$ cat config.mk
export PLATFORM = sky130hd
export DESIGN_NAME = rc_filter_bank
export DESIGN_NICKNAME = d
export VERILOG_FILES = /design/src/rtl/rc_filter_bank.sv
export SDC_FILE = /design/constraint.sdc
export NUM_CORES = 1
export LEC_CHECK = 0
export ABC_AREA = 1
export ABC_CLOCK_PERIOD_IN_PS = 12050
export CAP_MARGIN = 10
export CORE_MARGIN = 2
export CORE_UTILIZATION = 63
export DETAILED_ROUTE_END_ITERATION = 16
export GPL_TIMING_DRIVEN = 0
export PLACE_DENSITY = 0.8
export SYNTH_ARGS = -nofsm -noshare
export SYNTH_HDL_FRONTEND = slang
export SYNTH_SLANG_ARGS = --single-unit
$ cat constraint.sdc
create_clock -name clk -period 12.05 [get_ports clk]
set_input_delay 1.205 -clock clk [delete_from_list [all_inputs] [get_ports clk]]
set_output_delay 1.205 -clock clk [all_outputs]
set_load 0.01 [all_outputs]
$ cat src/rtl/rc_filter_bank.sv
// rc_filter_bank: time-multiplexed bank of first-order RC filters that share one multiplier.
// Each channel is high-pass or low-pass according to HP_MASK.
// A frame latches every input on audio_clk_en and then updates one channel per clock.
// After the last channel, all outputs are published together with a one-cycle out_valid.
// Optional macro RC_FILTER_BANK_DITHER_EN enables an 8-bit LFSR.
// The LFSR dithers the stored previous input of the high-pass channels.
`timescale 1ns/1ps

module rc_filter_bank #(
    parameter int                  CHANNELS     = 2,
    parameter int                  WIDTH        = 16,
    parameter int                  SAMPLE_RATE  = 48000,
    parameter int                  R            = 47000,
    parameter int                  C_35_SHIFTED = 1615,
    parameter logic [CHANNELS-1:0] HP_MASK      = {CHANNELS{1'b1}}
) (
    input  logic                      clk,
    input  logic                      I_RSTn,
    input  logic                      audio_clk_en,
    input  logic [CHANNELS*WIDTH-1:0] in,
    output logic [CHANNELS*WIDTH-1:0] out,
    output logic                      out_valid,
    output logic                      busy,
    output logic                      overrun
);

    // Filter coefficients are fixed at elaboration; 64-bit math avoids overflow of RC<<16.
    localparam longint DT_L   = (longint'(1) << 32) / longint'(SAMPLE_RATE);
    localparam longint RC_L   = (longint'(R) * longint'(C_35_SHIFTED)) >>> 3;
    localparam longint A_HP_L = (RC_L << 16) / (RC_L + DT_L);
    localparam longint A_LP_L = (DT_L << 16) / (RC_L + DT_L);

    localparam int SW  = WIDTH + 2;     // sum / difference width
    localparam int PW  = WIDTH + 19;    // product width
    localparam int CHW = (CHANNELS > 1) ? $clog2(CHANNELS) : 1;

    localparam logic signed [PW-1:0] A_HP = PW'(A_HP_L);
    localparam logic signed [PW-1:0] A_LP = PW'(A_LP_L);
    localparam logic signed [PW-1:0] MAXV = PW'((longint'(1) << (WIDTH - 1)) - 1);
    localparam logic signed [PW-1:0] MINV = -MAXV - PW'(1);

    typedef enum logic [1:0] {
        IDLE = 2'd0,
        RUN  = 2'd1,
        DONE = 2'd2
    } state_t;

    state_t            state_q, state_d;
    logic [CHW-1:0]    ch_q, ch_d;
    logic              out_valid_q;
    logic              overrun_q;

    logic              latch_en;
    logic              run_en;

    // Flat views of the per-channel registers, used by the shared datapath mux.
    logic [CHANNELS*WIDTH-1:0] x_all;
    logic [CHANNELS*WIDTH-1:0] y_all;
    logic [CHANNELS*SW-1:0]    xp_all;

    // Shared datapath signals.
    logic signed [WIDTH-1:0] x_sel, y_sel;
    logic signed [SW-1:0]    xp_sel;
    logic signed [SW-1:0]    x_e, y_e, operand;
    logic signed [PW-1:0]    coef, prod, scaled, y_full;
    logic signed [WIDTH-1:0] y_next;
    logic signed [SW-1:0]    xp_next;
    logic signed [SW-1:0]    dither;
    logic                    is_hp;

    assign latch_en  = (state_q == IDLE) && audio_clk_en;
    assign run_en    = (state_q == RUN);
    assign busy      = (state_q != IDLE);
    assign out_valid = out_valid_q;
    assign overrun   = overrun_q;

`ifdef RC_FILTER_BANK_DITHER_EN
    logic [7:0] lfsr_q;
    logic [7:0] lfsr_frame_q;

    // The LFSR steps on every strobe; a copy is frozen at frame start so all channels see one value.
    always_ff @(posedge clk or negedge I_RSTn) begin
        if (!I_RSTn) begin
            lfsr_q       <= 8'h01;
            lfsr_frame_q <= 8'h00;
        end else begin
            if (audio_clk_en) begin
                lfsr_q <= {lfsr_q[6:0], lfsr_q[7] ^ lfsr_q[5] ^ lfsr_q[4] ^ lfsr_q[3]};
            end
            if (latch_en) begin
                lfsr_frame_q <= lfsr_q;
            end
        end
    end

    assign dither = $signed({{(SW-2){1'b0}}, lfsr_frame_q[7:6]}) - $signed(SW'(2));
`else
    assign dither = '0;
`endif

    // Per-channel state: input latch, filter output, previous input and published output.
    genvar gi;
    generate
        for (gi = 0; gi < CHANNELS; gi++) begin : g_ch
            logic signed [WIDTH-1:0] x_lat_q;
            logic signed [WIDTH-1:0] y_q;
            logic signed [SW-1:0]    xp_q;
            logic signed [WIDTH-1:0] out_q;

            // Latch the input at frame start, update on this channel's RUN slot, publish in DONE.
            always_ff @(posedge clk or negedge I_RSTn) begin
                if (!I_RSTn) begin
                    x_lat_q <= '0;
                    y_q     <= '0;
                    xp_q    <= '0;
                    out_q   <= '0;
                end else begin
                    if (latch_en) begin
                        x_lat_q <= in[gi*WIDTH +: WIDTH];
                    end
                    if (run_en && (ch_q == CHW'(gi))) begin
                        y_q  <= y_next;
                        xp_q <= xp_next;
                    end
                    if (state_q == DONE) begin
                        out_q <= y_q;
                    end
                end
            end

            assign x_all[gi*WIDTH +: WIDTH] = x_lat_q;
            assign y_all[gi*WIDTH +: WIDTH] = y_q;
            assign xp_all[gi*SW +: SW]      = xp_q;
            assign out[gi*WIDTH +: WIDTH]   = out_q;
        end
    endgenerate

    // Shared multiplier: select the active channel and compute its next output with saturation.
    always_comb begin
        x_sel   = x_all[int'(ch_q)*WIDTH +: WIDTH];
        y_sel   = y_all[int'(ch_q)*WIDTH +: WIDTH];
        xp_sel  = xp_all[int'(ch_q)*SW +: SW];
        is_hp   = HP_MASK[ch_q];
        x_e     = {{2{x_sel[WIDTH-1]}}, x_sel};
        y_e     = {{2{y_sel[WIDTH-1]}}, y_sel};
        operand = is_hp ? (y_e + x_e - xp_sel) : (x_e - y_e);
        coef    = is_hp ? A_HP : A_LP;
        prod    = coef * {{(PW-SW){operand[SW-1]}}, operand};
        scaled  = prod >>> 16;
        y_full  = is_hp ? scaled : (scaled + {{(PW-WIDTH){y_sel[WIDTH-1]}}, y_sel});
        if (y_full > MAXV) begin
            y_next = MAXV[WIDTH-1:0];
        end else if (y_full < MINV) begin
            y_next = MINV[WIDTH-1:0];
        end else begin
            y_next = y_full[WIDTH-1:0];
        end
        xp_next = is_hp ? (x_e + dither) : x_e;
    end

    // Frame sequencer next-state: IDLE -> RUN (one channel per clock) -> DONE -> IDLE.
    always_comb begin
        state_d = state_q;
        ch_d    = ch_q;
        case (state_q)
            IDLE: begin
                if (audio_clk_en) begin
                    state_d = RUN;
                    ch_d    = '0;
                end
            end
            RUN: begin
                if (ch_q == CHW'(CHANNELS - 1)) begin
                    state_d = DONE;
                end else begin
                    ch_d = ch_q + 1'b1;
                end
            end
            DONE: begin
                state_d = IDLE;
            end
            default: begin
                state_d = IDLE;
            end
        endcase
    end

    // Sequencer registers, output-valid pulse and the sticky overrun flag.
    always_ff @(posedge clk or negedge I_RSTn) begin
        if (!I_RSTn) begin
            state_q     <= IDLE;
            ch_q        <= '0;
            out_valid_q <= 1'b0;
            overrun_q   <= 1'b0;
        end else begin
            state_q     <= state_d;
            ch_q        <= ch_d;
            out_valid_q <= (state_q == DONE);
            if (audio_clk_en && (state_q != IDLE)) begin
                overrun_q <= 1'b1;
            end
        end
    end

endmodule
==> impl_metrics.py <==
metrics = {
    "clock_network": {
        "cts_root_buf": "clkbuf_16",
        "holdBufCountCts": 0,
        "postCtsResizedCells": 0,
        "h-tree-depth": 4,
        "clockBufferDepth": 2,
        "path_clk_slew_ns": 0.06,
        "cts_sinks": 133,
        "post_cts_buffers": 0,
        "clkLatencyLatePin_ns": 0.42,
        "cts_tree": "built",
        "numCtsBuffers": 17,
    },
    "cells_and_area": {
        "syn_to_final_growth_pct": 12.2,
        "antennaDiodeCount": 0,
        "postLayoutCellArea_um2": 16200,
        "drive_gt1_share_pct": 4.98,
        "final_net_count": 2249,
    },
    "synthesis": {
        "synth_nets": 2157,
        "ys_ff_latch": 133,
        "synthCells": 1804,
        "yosys.cell_types.count": 42,
        "synth_top_area_cell": "fa_1",
        "netlist_top_cells_count": "nand2_1 (555), inv_1 (423), fa_1 (175), ha_1 (143), dfrtp_1 (133)",
        "ys_top_cells_by_area": "fa_1 (24%), dfrtp_1 (23%), nand2_1 (14%), ha_1 (12%), inv_1 (11%)",
        "synth_most_common_cell": "nand2_1",
        "avgSynthCellArea_um2": 8.00,
        "yosysSeqAreaShare_pct": 23.1,
        "synth-edff-count": 0,
        "syn-cell-area_um2": 14400,
        "async_flop_share_pct": 100,
        "synth_flop_cell": "dfrtp_1",
        "yosys_warnings": 0,
        "netlist.area_leader.share_pct": 24.3,
    },
    "detailed_routing": {
        "drtIter0Drc": 916,
        "antenna_left": 0,
        "dr.pass1.iters": 8,
        "routed_wl_um": 35400,
        "wire_per_inst_um": 16.1,
        "drc": 0,
        "viasPerCell": 5.36,
        "dr_total_vias": 11800,
    },
    "critical_path": {
        "path_buf_inv": 11,
        "cp-start-kind": "flop",
        "r2r_start": "ch_q",
        "path_delay_family": "adder cells",
        "reg2reg_slack_ns": 2.10,
        "r2r_cells": 38,
        "cp_max_fo": 13,
        "cpPeakStageDelay_ns": 0.57,
        "cp_common_cell": "fa_1",
        "crit_arrival_ns": 10.26,
        "required_ns": 12.36,
        "startpoint": "ch_q",
        "worstReg2RegEnd": "g_ch[1].y_q[14]",
        "worst-setup-path-type": "flop to flop",
        "crit_slowest_cell": "fa_1",
        "path_depth": 38,
        "cp-endpoint": "g_ch[1].y_q[14]",
        "endpoint_kind": "flop",
    },
    "place": {
        "place_area_um2": 15500,
        "dp_hpwl_um": 28600,
        "gp_congestion": 1.01,
        "portBuffers": 69,
    },
    "sta": {
        "setup_tns_ns": 0,
        "timing.final.crit_share_pct": 82.6,
        "finalSetupViolations": 0,
        "max_slew.worst_pin.slew_ns": 1.02,
        "hold_viol": 0,
        "skew_ns": 0.0117,
        "slew_headroom_pct": 31.9,
        "rsz0062_at_grt": "false",
        "timing.fmax_mhz": 100,
        "fin_crit_ns": 9.95,
        "slew_viol_final": 0,
    },
    "floorplan": {
        "io_pins": 70,
        "fp-row-count": 55,
        "start_util_pct": 63.9,
        "die_area_um2": 24100,
        "die_h_um": 155,
        "core_area_um2": 22600,
        "die_w_um": 155,
    },
    "grt": {
        "grt_max_degree": 73,
        "antenna_found_initial": 0,
        "overflow": 0,
        "grt_pass1_wl_um": 58600,
        "gr-usage-all-layers_pct": 31.2,
        "grt_pass1_vias": 12100,
    },
    "run_status": {
        "status": "finished clean",
    },
    "job": {
        "cap_violations": 0,
    },
    "worst_hold_path": {
        "holdCritPathClass": "flop to flop",
    },
}
-- worst register-to-register path, delay by kind of cell, from the launching register on --
| family | cells | cell delay [ns] |
|---|---|---|
| AO/OA/AOI/OAI | 6 | 1.37 |
| buffers and inverters | 11 | 2.25 |
| AND/OR/NAND/NOR | 11 | 1.46 |
| flip-flops | 1 | 0.31 |
| XOR/XNOR | 1 | 0.21 |
| adder cells (fa/ha/maj) | 9 | 4.26 |
-- metrics by stage --
step                      util, %  setup slack, ns  hold slack, ns  instances
final                        71.7             2.10           0.469       2194
after global routing         71.7             1.55           0.489       2194
after CTS                    71.6             1.97           0.470       2192
after detailed placement     68.7             2.03           0.455       2160
after global placement       68.5             2.18           0.448       2158
after floorplan                 -             3.54           0.437       1804
-- routing by layer --
metal  part of all wire [%]  global-route usage (%)  routed length (um)
met2                     47                    51.4               16500
met4                    2.8                    9.35                 989
met3                    8.4                    7.16                2990
met1                     42                    41.5               15000
met5                      0                       0                   0
-- worst min-delay path by stage --
stage | start | end | slack [ns] | cells past startpoint
2_1_floorplan | g_ch[0].x_lat_q[10] | g_ch[0].x_lat_q[10] | 0.44 | 2
3_3_place_gp | g_ch[0].x_lat_q[6] | g_ch[0].x_lat_q[6] | 0.45 | 2
3_5_place_dp | g_ch[0].x_lat_q[12] | g_ch[0].x_lat_q[12] | 0.45 | 2
4_1_cts | g_ch[0].x_lat_q[12] | g_ch[0].x_lat_q[12] | 0.47 | 2
5_1_grt | g_ch[0].x_lat_q[2] | g_ch[0].x_lat_q[2] | 0.49 | 2
6_report | g_ch[0].x_lat_q[10] | g_ch[0].x_lat_q[10] | 0.47 | 2
-- area by class of cell --
cell class              instances  area (um2)
plain buffers                  41         180
clock buffers                  21         480
clock inverters                11         173
fillers                      1708        6390
inverters                     430        1610
multi-input cells            1200        9310
flip-flops and latches        133        3330
well taps                     285         357
repair buffers                 73         742
-- placed cells by master, fill, tap and decap left out, drive strengths merged, types with 14 or more instances in the layout --
master           n
xor2            24
inv            428
dfrtp          133
o21ai          107
a21oi           38
buf             14
ha             143
clkbuf          53
nor2            53
o21bai          16
fa             175
nand3           26
nand2          580
clkdlybuf4s50   68
-- registers in the layout, summed over array words and instances (netlist names) --
signal and flops:
ch_q 1, g_ch.out_q 32, g_ch.x_lat_q 32, g_ch.xp_q 32
g_ch.y_q 32, out_valid 1, overrun 1, state_q 2
-- kinds of logic (layout without fill, tap and decap cells) --
kind of cell	Yosys count	in the layout	synth area share, %
compound gates	171	171	6.64
xor+xnor	37	37	2.43
fa+ha+maj	318	318	36.7
buf+inv	471	576	12.4
flops	133	133	23.1
mux	2	2	0.139
other cells	1	1	0.0260
simple gates	671	671	18.6
Power is not shown: default switching activity piles up to over one toggle a cycle in this logic, so the estimate is an artifact.
